### src/rtl/pwm_capture.sv
// PWM input capture: measures period (rise to rise) and high time in sys_clk cycles.
// Define PWM_CAP_FILTER_EN to insert a FILT_LEN-cycle glitch filter after the synchroniser.
module pwm_capture #(
  parameter int unsigned CNT_W    = 20,
  parameter int unsigned TIMEOUT  = 1_000_000,
  parameter int unsigned FILT_LEN = 4
) (
  input  logic             sys_clk,
  input  logic             sys_rst_n,
  input  logic             pwm_in,
  output logic [CNT_W-1:0] period_cnt,
  output logic [CNT_W-1:0] high_cnt,
  output logic             meas_valid,
  output logic             signal_lost,
  output logic             lost_level
);

  if (FILT_LEN < 1) begin : g_bad_filt
    $error("pwm_capture: FILT_LEN must be at least 1");
  end
  if (TIMEOUT < 2 || TIMEOUT >= (64'd1 << CNT_W)) begin : g_bad_timeout
    $error("pwm_capture: TIMEOUT must lie in [2, 2**CNT_W)");
  end

  localparam logic [CNT_W-1:0] TMO = CNT_W'(TIMEOUT);

  typedef enum logic [1:0] {
    S_IDLE = 2'd0,
    S_SYNC = 2'd1,
    S_HIGH = 2'd2,
    S_LOW  = 2'd3
  } state_t;

  logic sync1_q, sync2_q, pwm_d_q;
  logic pwm_s;
  logic rise, fall;

  always_ff @(posedge sys_clk) begin
    if (!sys_rst_n) begin
      sync1_q <= 1'b0;
      sync2_q <= 1'b0;
      pwm_d_q <= 1'b0;
    end else begin
      sync1_q <= pwm_in;
      sync2_q <= sync1_q;
      pwm_d_q <= pwm_s;
    end
  end

`ifdef PWM_CAP_FILTER_EN
  localparam int unsigned  FW    = (FILT_LEN > 1) ? $clog2(FILT_LEN) : 1;
  localparam logic [FW-1:0] FLAST = FW'(FILT_LEN - 1);

  logic [FW-1:0] flt_cnt_q, flt_cnt_d;
  logic          pwm_f_q, pwm_f_d;

  // Counts consecutive cycles the synced bit disagrees with the filtered level;
  // any agreement restarts the count, so short glitches never propagate.
  always_comb begin
    flt_cnt_d = '0;
    pwm_f_d   = pwm_f_q;
    if (sync2_q != pwm_f_q) begin
      if (flt_cnt_q == FLAST) begin
        pwm_f_d = sync2_q;
      end else begin
        flt_cnt_d = flt_cnt_q + FW'(1);
      end
    end
  end

  always_ff @(posedge sys_clk) begin
    if (!sys_rst_n) begin
      flt_cnt_q <= '0;
      pwm_f_q   <= 1'b0;
    end else begin
      flt_cnt_q <= flt_cnt_d;
      pwm_f_q   <= pwm_f_d;
    end
  end

  assign pwm_s = pwm_f_q;
`else
  assign pwm_s = sync2_q;
`endif

  assign rise = pwm_s & ~pwm_d_q;
  assign fall = ~pwm_s & pwm_d_q;

  state_t           state_q, state_d;
  logic [CNT_W-1:0] cnt_q, cnt_d;
  logic [CNT_W-1:0] hi_lat_q, hi_lat_d;
  logic [CNT_W-1:0] period_q, period_d;
  logic [CNT_W-1:0] high_q, high_d;
  logic             valid_q, valid_d;
  logic             lost_q, lost_d;
  logic             lvl_q, lvl_d;
  logic             timeout;

  always_comb begin
    state_d  = state_q;
    cnt_d    = rise ? CNT_W'(1) : ((cnt_q == TMO) ? cnt_q : cnt_q + CNT_W'(1));
    hi_lat_d = hi_lat_q;
    period_d = period_q;
    high_d   = high_q;
    valid_d  = 1'b0;
    lost_d   = lost_q;
    lvl_d    = lvl_q;
    timeout  = 1'b0;

    case (state_q)
      S_IDLE: state_d = S_SYNC;
      S_SYNC: if (rise) state_d = S_HIGH;
      S_HIGH: begin
        if (cnt_q == TMO) begin
          timeout = 1'b1;
        end else if (fall) begin
          hi_lat_d = cnt_q;
          state_d  = S_LOW;
        end
      end
      S_LOW: begin
        // A rise landing on the saturation cycle still completes the period.
        if (rise) begin
          period_d = cnt_q;
          high_d   = hi_lat_q;
          valid_d  = 1'b1;
          lost_d   = 1'b0;
          state_d  = S_HIGH;
        end else if (cnt_q == TMO) begin
          timeout = 1'b1;
        end
      end
      default: state_d = S_SYNC;
    endcase

    if (timeout) begin
      lost_d  = 1'b1;
      lvl_d   = pwm_s;
      state_d = S_SYNC;
    end
  end

  // Reset parks in S_IDLE, which hands over to S_SYNC on the following cycle.
  always_ff @(posedge sys_clk) begin
    if (!sys_rst_n) begin
      state_q  <= S_IDLE;
      cnt_q    <= '0;
      hi_lat_q <= '0;
      period_q <= '0;
      high_q   <= '0;
      valid_q  <= 1'b0;
      lost_q   <= 1'b0;
      lvl_q    <= 1'b0;
    end else begin
      state_q  <= state_d;
      cnt_q    <= cnt_d;
      hi_lat_q <= hi_lat_d;
      period_q <= period_d;
      high_q   <= high_d;
      valid_q  <= valid_d;
      lost_q   <= lost_d;
      lvl_q    <= lvl_d;
    end
  end

  assign period_cnt  = period_q;
  assign high_cnt    = high_q;
  assign meas_valid  = valid_q;
  assign signal_lost = lost_q;
  assign lost_level  = lvl_q;

endmodule
### config.mk
export PLATFORM = sky130hd
export DESIGN_NAME = pwm_capture
export DESIGN_NICKNAME = d
export VERILOG_FILES = /design/src/rtl/pwm_capture.sv
export SDC_FILE = /design/constraint.sdc
export NUM_CORES = 1
export LEC_CHECK = 0
export BUFFER_PORTS_ARGS = -buffer_cell sky130_fd_sc_hd__buf_2
export CAP_MARGIN = 10
export CORE_ASPECT_RATIO = 1.5
export CORE_MARGIN = 2
export CORE_UTILIZATION = 35
export CTS_CLUSTER_DIAMETER = 120
export DETAILED_ROUTE_END_ITERATION = 6
export SYNTH_ARGS = -nofsm -noshare
export SYNTH_HDL_FRONTEND = slang
export SYNTH_SLANG_ARGS = --single-unit
### constraint.sdc
create_clock -name sys_clk -period 1.7 [get_ports sys_clk]
set_input_delay 0.085 -clock sys_clk [delete_from_list [all_inputs] [get_ports sys_clk]]
set_output_delay 0.085 -clock sys_clk [all_outputs]
set_load 0.1 [all_outputs]
# After elaboration in Yosys (flattened, before gate mapping)
# Index checks and enable logic that the tools add are counted.
# word_totals
reg_bits	88
in_bits	3
elab_cells	57
# classes
addsub	1
n_eq_ne	11
n_mux	14
bitwise_logic	6
n_reduce_logical	12
# op_table
op	count
$add 20x1->20 const B	1
$eq 20x20->1 const B	1
$mux 1	9
$reduce_and 3->1	3
$mux 2	3
$ne 2x2->1 const B	3
$ne 3x3->1 const B	2
$pmux 2 s3	1
$reduce_and 2->1	3
$reduce_or 2->1	3
$eq 2x2->1 const B	2
$not 1->1	4
$reduce_bool 2->1	2
$ne 3x1->1 const B	1
$and 1x1->1	2
$eq 2x1->1 const B	1
$logic_not 2->1	1
$ne 2x1->1 const B	1
$pmux 1 s2	1

# Depth between registers and ports, before layout
# Gate-level depths: netlist (run 1).
# depth
ltp_word	6
depth_mapped	8
ltp_nobuf	7

# Worst setup path before layout (run 1)
# OpenSTA, ideal clock, no wires.
# synth_timing
path_type	register -> register
startpoint	reg cnt_q[0]
endpoint	reg hi_lat_q[0]
setup_ns	0.072
arrival_ns	1.611
setup_slack_ns	0.018
stages_incl_launch_ff	9
n_path_buf	1
path_cell_list	dfxtp_1 inv_1 ha_1 nand4b_1 nor2_1 and4_4 nor4_4 buf_6 mux2i_1
# synth_via
elab_chain_cells	3
# synth_rtl
item	line_no	text
start: declaration	90	logic [CNT_W-1:0] cnt_q, cnt_d;
start signal: assignment	156	cnt_q <= cnt_d;
$eq 20x20->1	114	if (cnt_q == TMO) begin
$not 1->1 (no source line)	--	
$reduce_and 3->1 (no source line)	--	
end signal: assignment	157	hi_lat_q <= hi_lat_d;
end: declaration	91	logic [CNT_W-1:0] hi_lat_q, hi_lat_d;
# Several ways; a longest one is shown, not always the timed one.
# A chain may end at the register's enable or synchronous reset.

# Final worst setup path (run 1)
# layout_timing
startpoint	reg cnt_q[3]
endpoint	reg hi_lat_q[3]
# Same word-level chain as after synthesis.

==> results of run 1 <==
## metal layers
| metal | share of wire | vias to the layer above |
|---|---|---|
| li1 | - | 1447 |
| met3 | 0.030 | 13 |
| met5 | 0 | - |
| met4 | 0.028 | 0 |
| met1 | 0.43 | 1342 |
| met2 | 0.51 | 39 |
## power groups by stage
stage          registers (mW)  logic (mW)  clock network, mW
2_1_floorplan            2.13      0.0719                  0
3_3_place_gp             2.13       0.115                  0
3_5_place_dp             2.13       0.116                  0
4_1_cts                  2.08       0.118               2.46
5_1_grt                  2.08       0.131               2.54
6_report                 2.08       0.118               2.41
## what timing repair did
item                                   4_1_cts  5_1_grt
pin swaps                                    0        2
buffers inserted                             0        1
endpoints found under the hold margin        1        0
setup endpoints to repair                   18       21
gates resized for setup                      1        3
cloned                                       0        3
hold buffers                                 1        0
## critical path, delay by kind of cell (launching register included)
family / cells / cell delay (ns)
buffers and inverters: 3 / 0.47
muxes: 1 / 0.11
DFF: 1 / 0.34
and+or+nand+nor: 3 / 0.61
## through the flow
stage | setup TNS [ns] | worst slack (ns) | hold slack (ns) | std cells
2_1_floorplan | 0 | 0.0178 | 0.212 | 402
3_3_place_gp | 0 | 0.0655 | 0.292 | 570
3_5_place_dp | -0.0160 | -0.0149 | 0.300 | 570
4_1_cts | -0.0351 | -0.0187 | 0.168 | 586
5_1_grt | -0.209 | -0.0279 | 0.193 | 590
6_report | 0 | 0.0551 | 0.159 | 590
## cell usage in the layout (no fill, tap or decap), types with 4 or more instances in the layout
master and count:
sky130_fd_sc_hd__mux2i_1 20, sky130_fd_sc_hd__or3_1 4, sky130_fd_sc_hd__xor2_1 11, sky130_fd_sc_hd__a21boi_1 18
sky130_fd_sc_hd__nand3_1 7, sky130_fd_sc_hd__nor2_1 19, sky130_fd_sc_hd__and3_1 5, sky130_fd_sc_hd__nand2_1 131
sky130_fd_sc_hd__and2_1 6, sky130_fd_sc_hd__bufinv_16 4, sky130_fd_sc_hd__clkbuf_16 11, sky130_fd_sc_hd__inv_1 6
sky130_fd_sc_hd__a21boi_0 23, sky130_fd_sc_hd__dfxtp_1 87, sky130_fd_sc_hd__buf_4 29, sky130_fd_sc_hd__xnor2_1 4
sky130_fd_sc_hd__buf_2 45, sky130_fd_sc_hd__a21oi_1 5
## kinds of logic (layout without fill, tap and decap cells)
family                     after synthesis  after routing  synth area share
and+or+nand+nor                        194            194             0.260
DFF                                     88             88             0.495
AOI/OAI and AO/OA                       51             51             0.102
buffers and inverters                   32            103            0.0426
muxes                                   20             20            0.0563
xor gates and xnor gates                15             15            0.0369
adders and majority gates                2              2           0.00703
## registers in the layout, summed over array words and instances (netlist names)
register     flops
signal_lost      1
hi_lat_q        20
meas_valid       1
state_q          2
sync1_q          1
period_cnt      20
pwm_d_q          1
lost_level       1
high_cnt        20
cnt_q           20
pwm_s            1
## layout make-up
cell class / count / area share
Clock buffer: 10 / 0.0527
Clock inverter: 5 / 0.0284
Inverter: 6 / 0.00497
Multi-Input combinational cell: 282 / 0.364
Sequential cell: 88 / 0.389
Tap cell: 117 / 0.0323
Timing Repair Buffer: 82 / 0.129
## final timing paths
kind,from,to
min,sys_rst_n,signal_lost
min reg2reg,sync1_q,pwm_s
max reg2reg,cnt_q[3],hi_lat_q[3]
max,cnt_q[3],hi_lat_q[3]
==> tab_implementation.tex, run 1 <==
\begin{tabular}{lr}
\hline
Metric & Value \\
\hline
\multicolumn{2}{l}{\textbf{Power and ir drop}} \\
\quad Cell internal power dissipation & 3.74 mW \\
\quad Highest ir drop seen on vdd & roughly 0.46 mV \\
\quad Overall power of the completed layout & 4.62 mW \\
\quad Fraction of power consumed by the clock network & 0.523 \\
\quad Net switching power figure & 875 uW \\
\quad Leakage & 1.75 nW \\
\quad Switching power share of the total & 0.190 \\
\quad Share of power burned in combinational logic & 0.026 \\
\quad Relative contribution of sequential cells to total power & 0.452 \\
\quad Pwr Density & 1020 nW/um\^{}2 \\
\multicolumn{2}{l}{\textbf{Setup path}} \\
\quad Critical path, cell by cell & nor4\_2, buf\_4, and4\_4, nor4\_4, buf\_6, clkbuf\_16, mux2i\_1 \\
\quad Worst Reg-to-Reg Cells & 7 \\
\quad Required time at the worst-slack endpoint & a little under 2 ns \\
\quad Endpoint class of the critical path & flop \\
\quad Critical path data arrival time & 1.88 ns \\
\quad CP max stage cell & sky130\_fd\_sc\_hd\_\_dfxtp\_1 \\
\quad Type of the worst setup path & reg2reg \\
\quad Startpoint type of the worst setup path & flop \\
\quad Register-to-register path setup slack & between 0.05 and 0.06 ns \\
\quad Maximum fanout along the worst path & 5 \\
\quad Crit path largest cell delay & 0.34 ns \\
\multicolumn{2}{l}{\textbf{Routing}} \\
\quad Total Routed Length & 8030 um \\
\quad Number of routed nets with antenna violations & 0 \\
\quad 1st-pass router iterations & 4 \\
\quad Detail-routed net length per standard cell & around 14 um \\
\quad Remaining design rule violation count & 0 \\
\quad Number of vias per cell & about 4.8 \\
\quad Total number of vias & 2841 \\
\quad Initial DRC Count & 103 \\
\multicolumn{2}{l}{\textbf{Timing}} \\
\quad Finish-stage setup viols & 0 \\
\quad Relative slew slack & 0.677 \\
\quad Final cycle utilization of the critical path & 0.968 \\
\quad Highest achievable clock rate & 0.608 GHz \\
\quad Final number of max-transition violations & 0 \\
\quad Post-layout min period & 1.64 ns \\
\quad Final hold violations & 0 \\
\quad Clk\_skew & between 0.004 and 0.005 ns \\
\quad Actual transition at the worst max-transition pin & between 0.4 and 0.5 ns \\
\multicolumn{2}{l}{\textbf{Die}} \\
\quad Starting density of the core & 0.355 \\
\quad Num rows & 45 \\
\quad Area inside the core boundary & 10000 um\^{}2 \\
\quad Area of the die & 11000 um\^{}2 \\
\quad Count of boundary I/O pins & 46 \\
\quad Vertical die dimension & about 130 um \\
\quad Die X & around 86 um \\
\multicolumn{2}{l}{\textbf{Synthesis}} \\
\quad Library cell with the largest summed area after synthesis & sky130\_fd\_sc\_hd\_\_dfxtp\_1 \\
\quad Fraction of registers with async set or reset after synthesis & 0 \\
\quad Yosys warnings & 0 \\
\quad Top area cells in the synthesized netlist & sky130\_fd\_sc\_hd\_\_dfxtp\_1 (50\%), sky130\_fd\_sc\_hd\_\_nand2\_1 (14\%), sky130\_fd\_sc\_hd\_\_mux2i\_1 (5.6\%), sky130\_fd\_sc\_hd\_\_a21boi\_0 (4.9\%), sky130\_fd\_sc\_hd\_\_a21boi\_1 (3.8\%) \\
\quad Flip-flop cell with the highest count after synthesis & sky130\_fd\_sc\_hd\_\_dfxtp\_1 \\
\quad Syn Std Cell Area & 3560 um\^{}2 \\
\quad Most frequent cell after synthesis & sky130\_fd\_sc\_hd\_\_nand2\_1 \\
\quad Synth cell count leaders & sky130\_fd\_sc\_hd\_\_nand2\_1 (131), sky130\_fd\_sc\_hd\_\_dfxtp\_1 (88), sky130\_fd\_sc\_hd\_\_a21boi\_0 (23) \\
\quad Mapped Cells & 402 \\
\quad Synthesized flop and latch total & 88 \\
\quad Share of the synthesized area in the top cell type & 0.495 \\
\quad Number of enable-type register cells in the synthesized netlist & 0 \\
\quad Number of distinct library cells after synthesis & 38 \\
\quad Mapped Nets & 407 \\
\quad Synthesized area per cell & 8.85 um\^{}2 \\
\quad Fraction of the yosys area taken by sequential cells & 0.495 \\
\multicolumn{2}{l}{\textbf{Global route}} \\
\quad Antenna violations before repair & 0 \\
\quad Peak-usage layer in the global routing report & met2 \\
\quad GR met2 Demand/Resource & 0.248 \\
\quad Wire length of the first global-routing pass & $\sim$13000 um \\
\quad Tot GR Track Use & 0.148 \\
\quad Met1 track demand over resource & 0.175 \\
\quad Total overflow reported by the global router & 0 \\
\quad Maximum number of pins on one net before global-route repair & 47 \\
\quad Met3 capacity usage during global routing & 0.0323 \\
\quad Number of global-route vias before repair & between 2000 and 3000 \\
\multicolumn{2}{l}{\textbf{Clock tree}} \\
\quad Clock latency at the later pin of the worst-skew pair & 0.34 ns \\
\quad H-tree levels & 3 \\
\quad CTS tree & built \\
\quad Clock net sink count & 88 \\
\quad Clock transition at the registers of the reported paths & 0.06 ns \\
\quad Total CTS buffers & 9 \\
\quad Maximum clock insertion buffer count & 2 \\
\quad Root buffer cell & sky130\_fd\_sc\_hd\_\_clkbuf\_16 \\
\multicolumn{2}{l}{\textbf{Final layout}} \\
\quad Final-layout fill cell count & 969 \\
\quad Multi-input logic area & 1650 um\^{}2 \\
\quad Layout-stage area growth over the synthesis result & 27.5\% \\
\quad Proportion of layout cells with a drive suffix above 1 & 0.233 \\
\quad Final core utilization & 0.452 \\
\quad Number of nets at the end of the flow & 474 \\
\quad Final standard cell area without fillers & 4530 um\^{}2 \\
\quad Diode count & 0 \\
\quad Reg area & 1760 um\^{}2 \\
\multicolumn{2}{l}{\textbf{Run}} \\
\quad Max-capacitance violation count & 0 \\
\multicolumn{2}{l}{\textbf{Place}} \\
\quad PortBufs & 45 \\
\quad Routability Congestion & 0.817 \\
\quad Total placed instance area & between 4000 and 5000 um\^{}2 \\
\quad Placed wire-length estimate after detailed placement & around 5600 um \\
\multicolumn{2}{l}{\textbf{Worst hold path}} \\
\quad Instance count along the most critical hold path & 3 \\
\quad Worst hold path type & in2reg \\
\multicolumn{2}{l}{\textbf{Outcome}} \\
\quad Result of the run & completed \\
\hline
\end{tabular}
(Power assumes the default switching activity.)
==> run 2, diff against run 1 <==
==> constraint.sdc (replaced) <==
create_clock -name sys_clk -period 1.55 [get_ports sys_clk]
set_input_delay 0.0775 -clock sys_clk [delete_from_list [all_inputs] [get_ports sys_clk]]
set_output_delay 0.0775 -clock sys_clk [all_outputs]
set_load 0.1 [all_outputs]
==> run 2 against run 1 <==
The flow now finishes with violations (negative setup slack). Power about the same. Clock skew up 0.0041 ns. Sequential share of layout area down 0.28 points. First-iteration DRC count up 34%. Largest power group is now sequential cells. Register-to-register slack worse by 0.12 ns. Hold slack better by 0.047 ns. Sequential power up 9.6%. Routed wire length down 1.9%. Utilization up 0.59 points. Via count up 0.35%.
==> tab_implementation.tex, run 2 (synthesis results as in run 1) <==
\begin{tabular}{lr}
\hline
Metric & Value \\
\hline
\multicolumn{2}{l}{\textbf{Timing}} \\
\quad Final number of max-transition violations & 0 \\
\quad Relative slew slack & 0.672 \\
\quad Actual transition at the worst max-transition pin & about 0.50 ns \\
\quad Setup repair after global routing missed its margin & yes \\
\quad Finish-stage setup viols & 20 \\
\quad Post-layout min period & 1.62 ns \\
\quad Clk\_skew & 0.00825 ns \\
\quad Final hold violations & 0 \\
\quad Highest achievable clock rate & 0.619 GHz \\
\quad Final cycle utilization of the critical path & 1.04 \\
\quad Worst path setup slack after routing & -0.0653 ns \\
\multicolumn{2}{l}{\textbf{Place}} \\
\quad Routability Congestion & around 0.77 \\
\quad Worst-case setup slack after placement & -0.114 ns \\
\quad PortBufs & between 40 and 50 \\
\quad Placed wire-length estimate after detailed placement & about 5600 um \\
\quad Total placed instance area & 4150 um\^{}2 \\
\multicolumn{2}{l}{\textbf{Clock tree}} \\
\quad Clock latency at the later pin of the worst-skew pair & 0.34 ns \\
\quad Clock transition at the registers of the reported paths & 0.06 ns \\
\quad Root buffer cell & sky130\_fd\_sc\_hd\_\_clkbuf\_16 \\
\quad Clock net sink count & 88 \\
\quad CTS tree & built \\
\quad Total CTS buffers & 9 \\
\quad Maximum clock insertion buffer count & 2 \\
\quad H-tree levels & 3 \\
\multicolumn{2}{l}{\textbf{Outcome}} \\
\quad Violations in the final reports & negative setup slack \\
\quad Result of the run & finished with violations \\
\multicolumn{2}{l}{\textbf{Global route}} \\
\quad Total overflow reported by the global router & 0 \\
\quad Wire length of the first global-routing pass & approximately 13000 um \\
\quad Maximum number of pins on one net before global-route repair & 70 \\
\quad Antenna violations before repair & 0 \\
\quad Number of global-route vias before repair & $\sim$2800 \\
\quad Tot GR Track Use & 0.151 \\
\multicolumn{2}{l}{\textbf{Routing}} \\
\quad Total Routed Length & 7880 um \\
\quad Detail-routed net length per standard cell & 13.1 um \\
\quad Total number of vias & 2851 \\
\quad 1st-pass router iterations & 4 \\
\quad Number of vias per cell & 4.75 \\
\quad Initial DRC Count & approximately 140 \\
\quad Number of routed nets with antenna violations & 0 \\
\quad Remaining design rule violation count & 0 \\
\multicolumn{2}{l}{\textbf{Worst hold path}} \\
\quad Sink of the worst hold path & signal\_lost \\
\quad HP Start & sys\_rst\_n \\
\quad Worst hold path type & in2reg \\
\quad Instance count along the most critical hold path & 4 \\
\multicolumn{2}{l}{\textbf{Power and ir drop}} \\
\quad Leakage & 1.77 nW \\
\quad Fraction of power consumed by the clock network & 0.474 \\
\quad Relative contribution of sequential cells to total power & 0.495 \\
\quad Highest ir drop seen on vdd & between 0.4 and 0.5 mV \\
\quad Pwr Density & 1010 nW/um\^{}2 \\
\quad Share of power burned in combinational logic & 0.031 \\
\quad Switching power share of the total & 0.213 \\
\quad Net switching power figure & 984 uW \\
\quad Cell internal power dissipation & 3.63 mW \\
\multicolumn{2}{l}{\textbf{Die}} \\
\quad Die X & 86.3 um \\
\quad Vertical die dimension & 127 um \\
\quad Area inside the core boundary & 10000 um\^{}2 \\
\quad Area of the die & between 10000 and 15000 um\^{}2 \\
\quad Starting density of the core & 0.355 \\
\quad Count of boundary I/O pins & 46 \\
\quad Num rows & 45 \\
\multicolumn{2}{l}{\textbf{Final layout}} \\
\quad Commonest cells after routing, fill and taps aside & sky130\_fd\_sc\_hd\_\_nand2\_1 (131), sky130\_fd\_sc\_hd\_\_dfxtp\_1 (81), sky130\_fd\_sc\_hd\_\_buf\_2 (45), sky130\_fd\_sc\_hd\_\_buf\_4 (38), sky130\_fd\_sc\_hd\_\_a21boi\_0 (23) \\
\quad Diode count & 0 \\
\quad Layout-stage area growth over the synthesis result & 29.1\% \\
\quad Number of nets at the end of the flow & 483 \\
\quad Most common library cell in the layout ignoring fill and taps & sky130\_fd\_sc\_hd\_\_nand2\_1 \\
\quad Final core utilization & 0.458 \\
\quad Final standard cell area without fillers & 4590 um\^{}2 \\
\quad Proportion of layout cells with a drive suffix above 1 & 0.275 \\
\multicolumn{2}{l}{\textbf{Run}} \\
\quad Max-capacitance violation count & 0 \\
\multicolumn{2}{l}{\textbf{Setup path}} \\
\quad Crit path largest cell delay & 0.33 ns \\
\quad Worst Reg-to-Reg Cells & 7 \\
\quad Required time at the worst-slack endpoint & between 1.5 and 2 ns \\
\quad Startpoint type of the worst setup path & flop \\
\quad Register-to-register path setup slack & -0.07 ns \\
\quad Worst flop-to-flop path endpoint & hi\_lat\_q[18] \\
\quad Type of the worst setup path & reg2reg \\
\quad Maximum fanout along the worst path & 7 \\
\quad Critical path, cell by cell & nor4\_2, buf\_4, and4\_4, nor4\_4, buf\_6, buf\_12, mux2i\_2 \\
\quad Endpoint class of the critical path & flop \\
\quad Critical path launch point & cnt\_q[3] \\
\quad Critical path data arrival time & 1.84 ns \\
\quad CP max stage cell & sky130\_fd\_sc\_hd\_\_dfxtp\_1 \\
\quad Worst R2R Start & cnt\_q[3] \\
\hline
\end{tabular}
[run 2: stage by stage]
step | instances | setup TNS, ns | hold slack (ns) | total power, mW
after global routing | 600 | -2.30 | 0.218 | 4.79
after detailed placement | 577 | -1.39 | 0.291 | 2.47
after global placement | 577 | -0.387 | 0.284 | 2.46
after CTS | 599 | -0.846 | 0.200 | 4.68
after floorplan | 402 | 0 | 0.205 | 2.42
final | 600 | -0.418 | 0.206 | 4.62
[run 2: metal layers]
layer	vias up	routed length [um]	GRT usage
met2	32	4070	0.262
li1	1463	-	-
met5	-	0	0
met1	1346	3410	0.177
met3	10	218	0.0310
met4	0	178	0.0699
[run 2: worst max-delay path by stage]
stage / to / slack [ns] / cells past startpoint
6_report: hi_lat_q[18] / -0.07 / 7
5_1_grt: hi_lat_q[18] / -0.15 / 9
4_1_cts: hi_lat_q[18] / -0.08 / 9
3_5_place_dp: hi_lat_q[18] / -0.11 / 8
3_3_place_gp: hi_lat_q[13] / -0.03 / 8
2_1_floorplan: hi_lat_q[0] / 0.001 / 8
[run 2: repair_timing]
action | in CTS | in global routing
hold buffers | 1 | 0
endpoints found under the setup margin | 21 | 30
pin swaps | 9 | 5
setup buffers | 4 | 1
endpoints found under the hold margin | 1 | 0
resized for setup | 13 | 11
gates cloned | 1 | 0
[run 2: power groups by stage]
stage                     combinational [mW]  clock (mW)  sequential [mW]
after floorplan                       0.0789           0             2.34
after global placement                 0.130           0             2.34
after detailed placement               0.132           0             2.34
after CTS                              0.143        2.25             2.28
after global routing                   0.158        2.35             2.28
final                                  0.143        2.19             2.28
[run 2: cell type report]
cell class,count,area (um^2)
fill,1028,5430
tap,117,146
multi-input combinational,282,1690
timing repair buffer,91,651
clock buffer,10,239
clock inverter,6,67.6
inverter,6,22.5
sequential,88,1770
[run 2: worst max-delay path, delay by kind of cell (launching register included)]
family / cells / cell delay, ns
buf+inv: 3 / 0.46
flops: 1 / 0.33
mux: 1 / 0.14
simple gates: 3 / 0.55
==> run 3, diff against run 2 <==
--- a/config.mk
+++ b/config.mk
@@ -5,6 +5,7 @@
 export SDC_FILE = /design/constraint.sdc
 export NUM_CORES = 1
 export LEC_CHECK = 0
+export ABC_AREA = 1
 export BUFFER_PORTS_ARGS = -buffer_cell sky130_fd_sc_hd__buf_2
 export CAP_MARGIN = 10
 export CORE_ASPECT_RATIO = 1.5
==> run 3 against run 2 <==
Global-route usage up 1.3 points. Critical endpoint is now hi_lat_q[0]. Clock power is 6% lower. First-iteration DRC count up 62%. Highest routed layer unchanged. The run now ends clean.
==> tab_implementation.tex, run 3 <==
\begin{tabular}{lr}
\hline
Metric & Value \\
\hline
\multicolumn{2}{l}{\textbf{Global route}} \\
\quad Number of global-route vias before repair & 3136 \\
\quad Wire length of the first global-routing pass & 15300 um \\
\quad Tot GR Track Use & 0.165 \\
\quad Total overflow reported by the global router & 0 \\
\quad Antenna violations before repair & 0 \\
\quad Maximum number of pins on one net before global-route repair & 42 \\
\multicolumn{2}{l}{\textbf{Timing}} \\
\quad Final cycle utilization of the critical path & 0.968 \\
\quad Final hold violations & 0 \\
\quad Relative slew slack & 0.673 \\
\quad Clk\_skew & 0.00461 ns \\
\quad Actual transition at the worst max-transition pin & around 0.5 ns \\
\quad Setup repair after global routing missed its margin & yes \\
\quad Highest achievable clock rate & between 0.6 and 0.7 GHz \\
\quad Post-layout min period & 1.50 ns \\
\quad Final number of max-transition violations & 0 \\
\quad Finish-stage setup viols & 0 \\
\quad Worst Hold Slack & 0.0684 ns \\
\multicolumn{2}{l}{\textbf{Clock tree}} \\
\quad Clock transition at the registers of the reported paths & 0.06 ns \\
\quad Maximum clock insertion buffer count & 2 \\
\quad Clock net sink count & 88 \\
\quad Root buffer cell & sky130\_fd\_sc\_hd\_\_clkbuf\_16 \\
\quad H-tree levels & 3 \\
\quad CTS tree & built \\
\quad Clock latency at the later pin of the worst-skew pair & 0.33 ns \\
\quad Total CTS buffers & 9 \\
\multicolumn{2}{l}{\textbf{Place}} \\
\quad Placed cells & around 690 \\
\quad Placed wire-length estimate after detailed placement & about 6600 um \\
\quad PortBufs & 45 \\
\quad Routability Congestion & 0.895 \\
\multicolumn{2}{l}{\textbf{Final layout}} \\
\quad Proportion of layout cells with a drive suffix above 1 & 0.330 \\
\quad Most common library cell in the layout ignoring fill and taps & sky130\_fd\_sc\_hd\_\_dfxtp\_1 \\
\quad Diode count & 0 \\
\quad Final-layout fill cell count & roughly 1100 \\
\quad Reg area & 1770 um\^{}2 \\
\quad Count of non-filler cells in the finished layout & 717 \\
\quad Commonest cells after routing, fill and taps aside & sky130\_fd\_sc\_hd\_\_dfxtp\_1 (82), sky130\_fd\_sc\_hd\_\_nand2\_1 (71), sky130\_fd\_sc\_hd\_\_nand3\_1 (52), sky130\_fd\_sc\_hd\_\_inv\_1 (46), sky130\_fd\_sc\_hd\_\_buf\_2 (45) \\
\quad Layout-stage area growth over the synthesis result & 24.9\% \\
\quad Multi-input logic area & 1710 um\^{}2 \\
\quad Number of nets at the end of the flow & 573 \\
\multicolumn{2}{l}{\textbf{Synthesis}} \\
\quad Top area cells in the synthesized netlist & sky130\_fd\_sc\_hd\_\_dfxtp\_1 (46\%), sky130\_fd\_sc\_hd\_\_nand2\_1 (7.1\%), sky130\_fd\_sc\_hd\_\_nand3\_1 (7.0\%), sky130\_fd\_sc\_hd\_\_o21ai\_0 (4.7\%), sky130\_fd\_sc\_hd\_\_inv\_1 (4.7\%) \\
\quad Syn Std Cell Area & between 3000 and 4000 um\^{}2 \\
\quad Mapped Nets & 507 \\
\quad Fraction of the yosys area taken by sequential cells & 0.463 \\
\quad Library cell with the largest summed area after synthesis & sky130\_fd\_sc\_hd\_\_dfxtp\_1 \\
\quad Flip-flop cell with the highest count after synthesis & sky130\_fd\_sc\_hd\_\_dfxtp\_1 \\
\quad Mapped Cells & between 500 and 600 \\
\quad Number of enable-type register cells in the synthesized netlist & 0 \\
\quad Synthesized area per cell & 7.58 um\^{}2 \\
\quad Synthesized flop and latch total & 88 \\
\quad Compound-gate portion of the synthesized area & 0.0894 \\
\quad Synth cell count leaders & sky130\_fd\_sc\_hd\_\_dfxtp\_1 (88), sky130\_fd\_sc\_hd\_\_nand2\_1 (72), sky130\_fd\_sc\_hd\_\_nand3\_1 (53) \\
\quad Proportion of synthesized area in mux cells & 0 \\
\quad Share of the synthesized area in the top cell type & 0.463 \\
\quad Main combinational cell family by area after synthesis & simple AND/OR/NAND/NOR gates \\
\quad Number of distinct library cells after synthesis & 26 \\
\quad Synthesized-area fraction occupied by xor and xnor cells & 0 \\
\quad Fraction of registers with async set or reset after synthesis & 0 \\
\quad Yosys warnings & 0 \\
\quad Most frequent cell after synthesis & sky130\_fd\_sc\_hd\_\_dfxtp\_1 \\
\quad Share of synthesized cell area in full adder, half adder and majority cells & 0.00657 \\
\quad Synthesized-area fraction occupied by and/or/nand/nor cells & 0.326 \\
\multicolumn{2}{l}{\textbf{Setup path}} \\
\quad Critical path data arrival time & between 1.5 and 2 ns \\
\quad Worst R2R Start & cnt\_q[18] \\
\quad Crit path largest cell delay & $\sim$0.37 ns \\
\quad Critical path launch point & cnt\_q[18] \\
\quad Type of the worst setup path & reg2reg \\
\quad Maximum fanout along the worst path & 10 \\
\quad Startpoint type of the worst setup path & flop \\
\quad Worst flop-to-flop path endpoint & hi\_lat\_q[0] \\
\quad Register-to-register path setup slack & 0.05 ns \\
\quad Worst Reg-to-Reg Cells & 9 \\
\quad CP max stage cell & sky130\_fd\_sc\_hd\_\_dfxtp\_1 \\
\quad Critical path endpoint & hi\_lat\_q[0] \\
\quad Required time at the worst-slack endpoint & 1.78 ns \\
\quad Endpoint class of the critical path & flop \\
\quad Critical path, cell by cell & nand2\_1, inv\_1, nand2\_1, nor2\_4, nand3\_4, nand3\_4, nand2\_2, inv\_2, nor2\_1 \\
\multicolumn{2}{l}{\textbf{Power and ir drop}} \\
\quad Leakage & 1.91 nW \\
\quad Highest ir drop seen on vdd & 0.496 mV \\
\quad Fraction of power consumed by the clock network & 0.456 \\
\quad Pwr Density & 952 nW/um\^{}2 \\
\quad Share of power burned in combinational logic & 0.039 \\
\quad Cell internal power dissipation & 3.58 mW \\
\quad Relative contribution of sequential cells to total power & 0.505 \\
\quad Net switching power figure & approximately 950 uW \\
\quad Switching power share of the total & 0.209 \\
\multicolumn{2}{l}{\textbf{Routing}} \\
\quad Initial DRC Count & 223 \\
\quad Number of vias per cell & 4.80 \\
\quad Number of routed nets with antenna violations & 0 \\
\quad 1st-pass router iterations & 5 \\
\quad Total Routed Length & 9800 um \\
\quad Detail-routed net length per standard cell & around 14 um \\
\quad Total number of vias & 3445 \\
\quad Remaining design rule violation count & 0 \\
\multicolumn{2}{l}{\textbf{Worst hold path}} \\
\quad Worst hold path type & in2reg \\
\quad Instance count along the most critical hold path & 3 \\
\multicolumn{2}{l}{\textbf{Die}} \\
\quad Area inside the core boundary & 10600 um\^{}2 \\
\quad Vertical die dimension & 132 um \\
\quad Num rows & 46 \\
\quad Count of boundary I/O pins & 46 \\
\quad Starting density of the core & 0.359 \\
\quad Die X & about 90 um \\
\quad Area of the die & 11700 um\^{}2 \\
\multicolumn{2}{l}{\textbf{Run}} \\
\quad Max-capacitance violation count & 0 \\
\multicolumn{2}{l}{\textbf{Outcome}} \\
\quad Result of the run & completed \\
\hline
\end{tabular}
-- run 3: cell count changes after synthesis, sizes merged, moves of 35 or more --
cell / change
inv: +71
nand3: +50
o21ai: +45
a21boi: -41
nand2: -38
nor2: +35
-- run 3: timing repair --
action | CTS | global route
buffers inserted | 0 | 6
pin swaps | 0 | 11
hold buffers | 1 | 0
gates cloned | 0 | 5
hold endpoints to repair | 1 | 0
resized for setup | 1 | 25
endpoints found under the setup margin | 2 | 29
-- run 3: worst min path at each step --
stage | from | end | slack [ns]
after global routing | sys_rst_n | state_q[1] | 0.04
after CTS | sys_rst_n | state_q[1] | 0.03
after global placement | pwm_in | sync1_q | 0.27
after detailed placement | pwm_in | sync1_q | 0.27
final | sys_rst_n | meas_valid | 0.07
after floorplan | pwm_in | sync1_q | 0.18
-- run 3: cell type report --
class,count,area share
timing repair buffer,77,0.111
sequential,88,0.372
inverter,77,0.0608
tap,144,0.0379
clock inverter,3,0.00895
multi-input combinational,315,0.359
clock buffer,13,0.0505
-- run 3: metal layers --
metal | vias up | part of all wire | GRT usage
met2 | 94 | 0.51 | 0.270
li1 | 1745 | - | -
met1 | 1579 | 0.41 | 0.201
met4 | 0 | 0.039 | 0.0804
met5 | - | 0 | 0
met3 | 27 | 0.036 | 0.0320
-- run 3: kinds of logic after synthesis --
family	count (synthesis)
AO/OA/AOI/OAI	68
adder cells (fa/ha/maj)	2
buffers and inverters	102
flip-flops	88
AND/OR/NAND/NOR	242
-- run 3: power groups by stage --
stage               Combinational [mW]  Clock, mW  Sequential, mW
floorplan                        0.103          0            2.34
global placement                 0.155          0            2.33
detailed placement               0.156          0            2.33
CTS                              0.159       2.11            2.28
global route                     0.191       2.23            2.29
finish                           0.175       2.06            2.29
-- run 3: critical path: cells and delay by family (launching register included) --
family                 cells  cell delay (ns)
DFF                        1             0.37
and+or+nand+nor            7             0.90
buffers and inverters      2             0.12
-- run 3: through the flow --
stage | utilization | setup WS, ns | area, um^2 | power [mW] | TNS [ns]
CTS | 0.429 | 0.00113 | 4540 | 4.56 | 0
global route | 0.449 | -0.0127 | 4750 | 4.71 | -0.0127
detailed placement | 0.401 | 0.0137 | 4250 | 2.49 | 0
finish | 0.449 | 0.0501 | 4750 | 4.53 | 0
global placement | 0.401 | 0.0405 | 4250 | 2.49 | 0
floorplan | - | 0.0603 | 3810 | 2.44 | 0
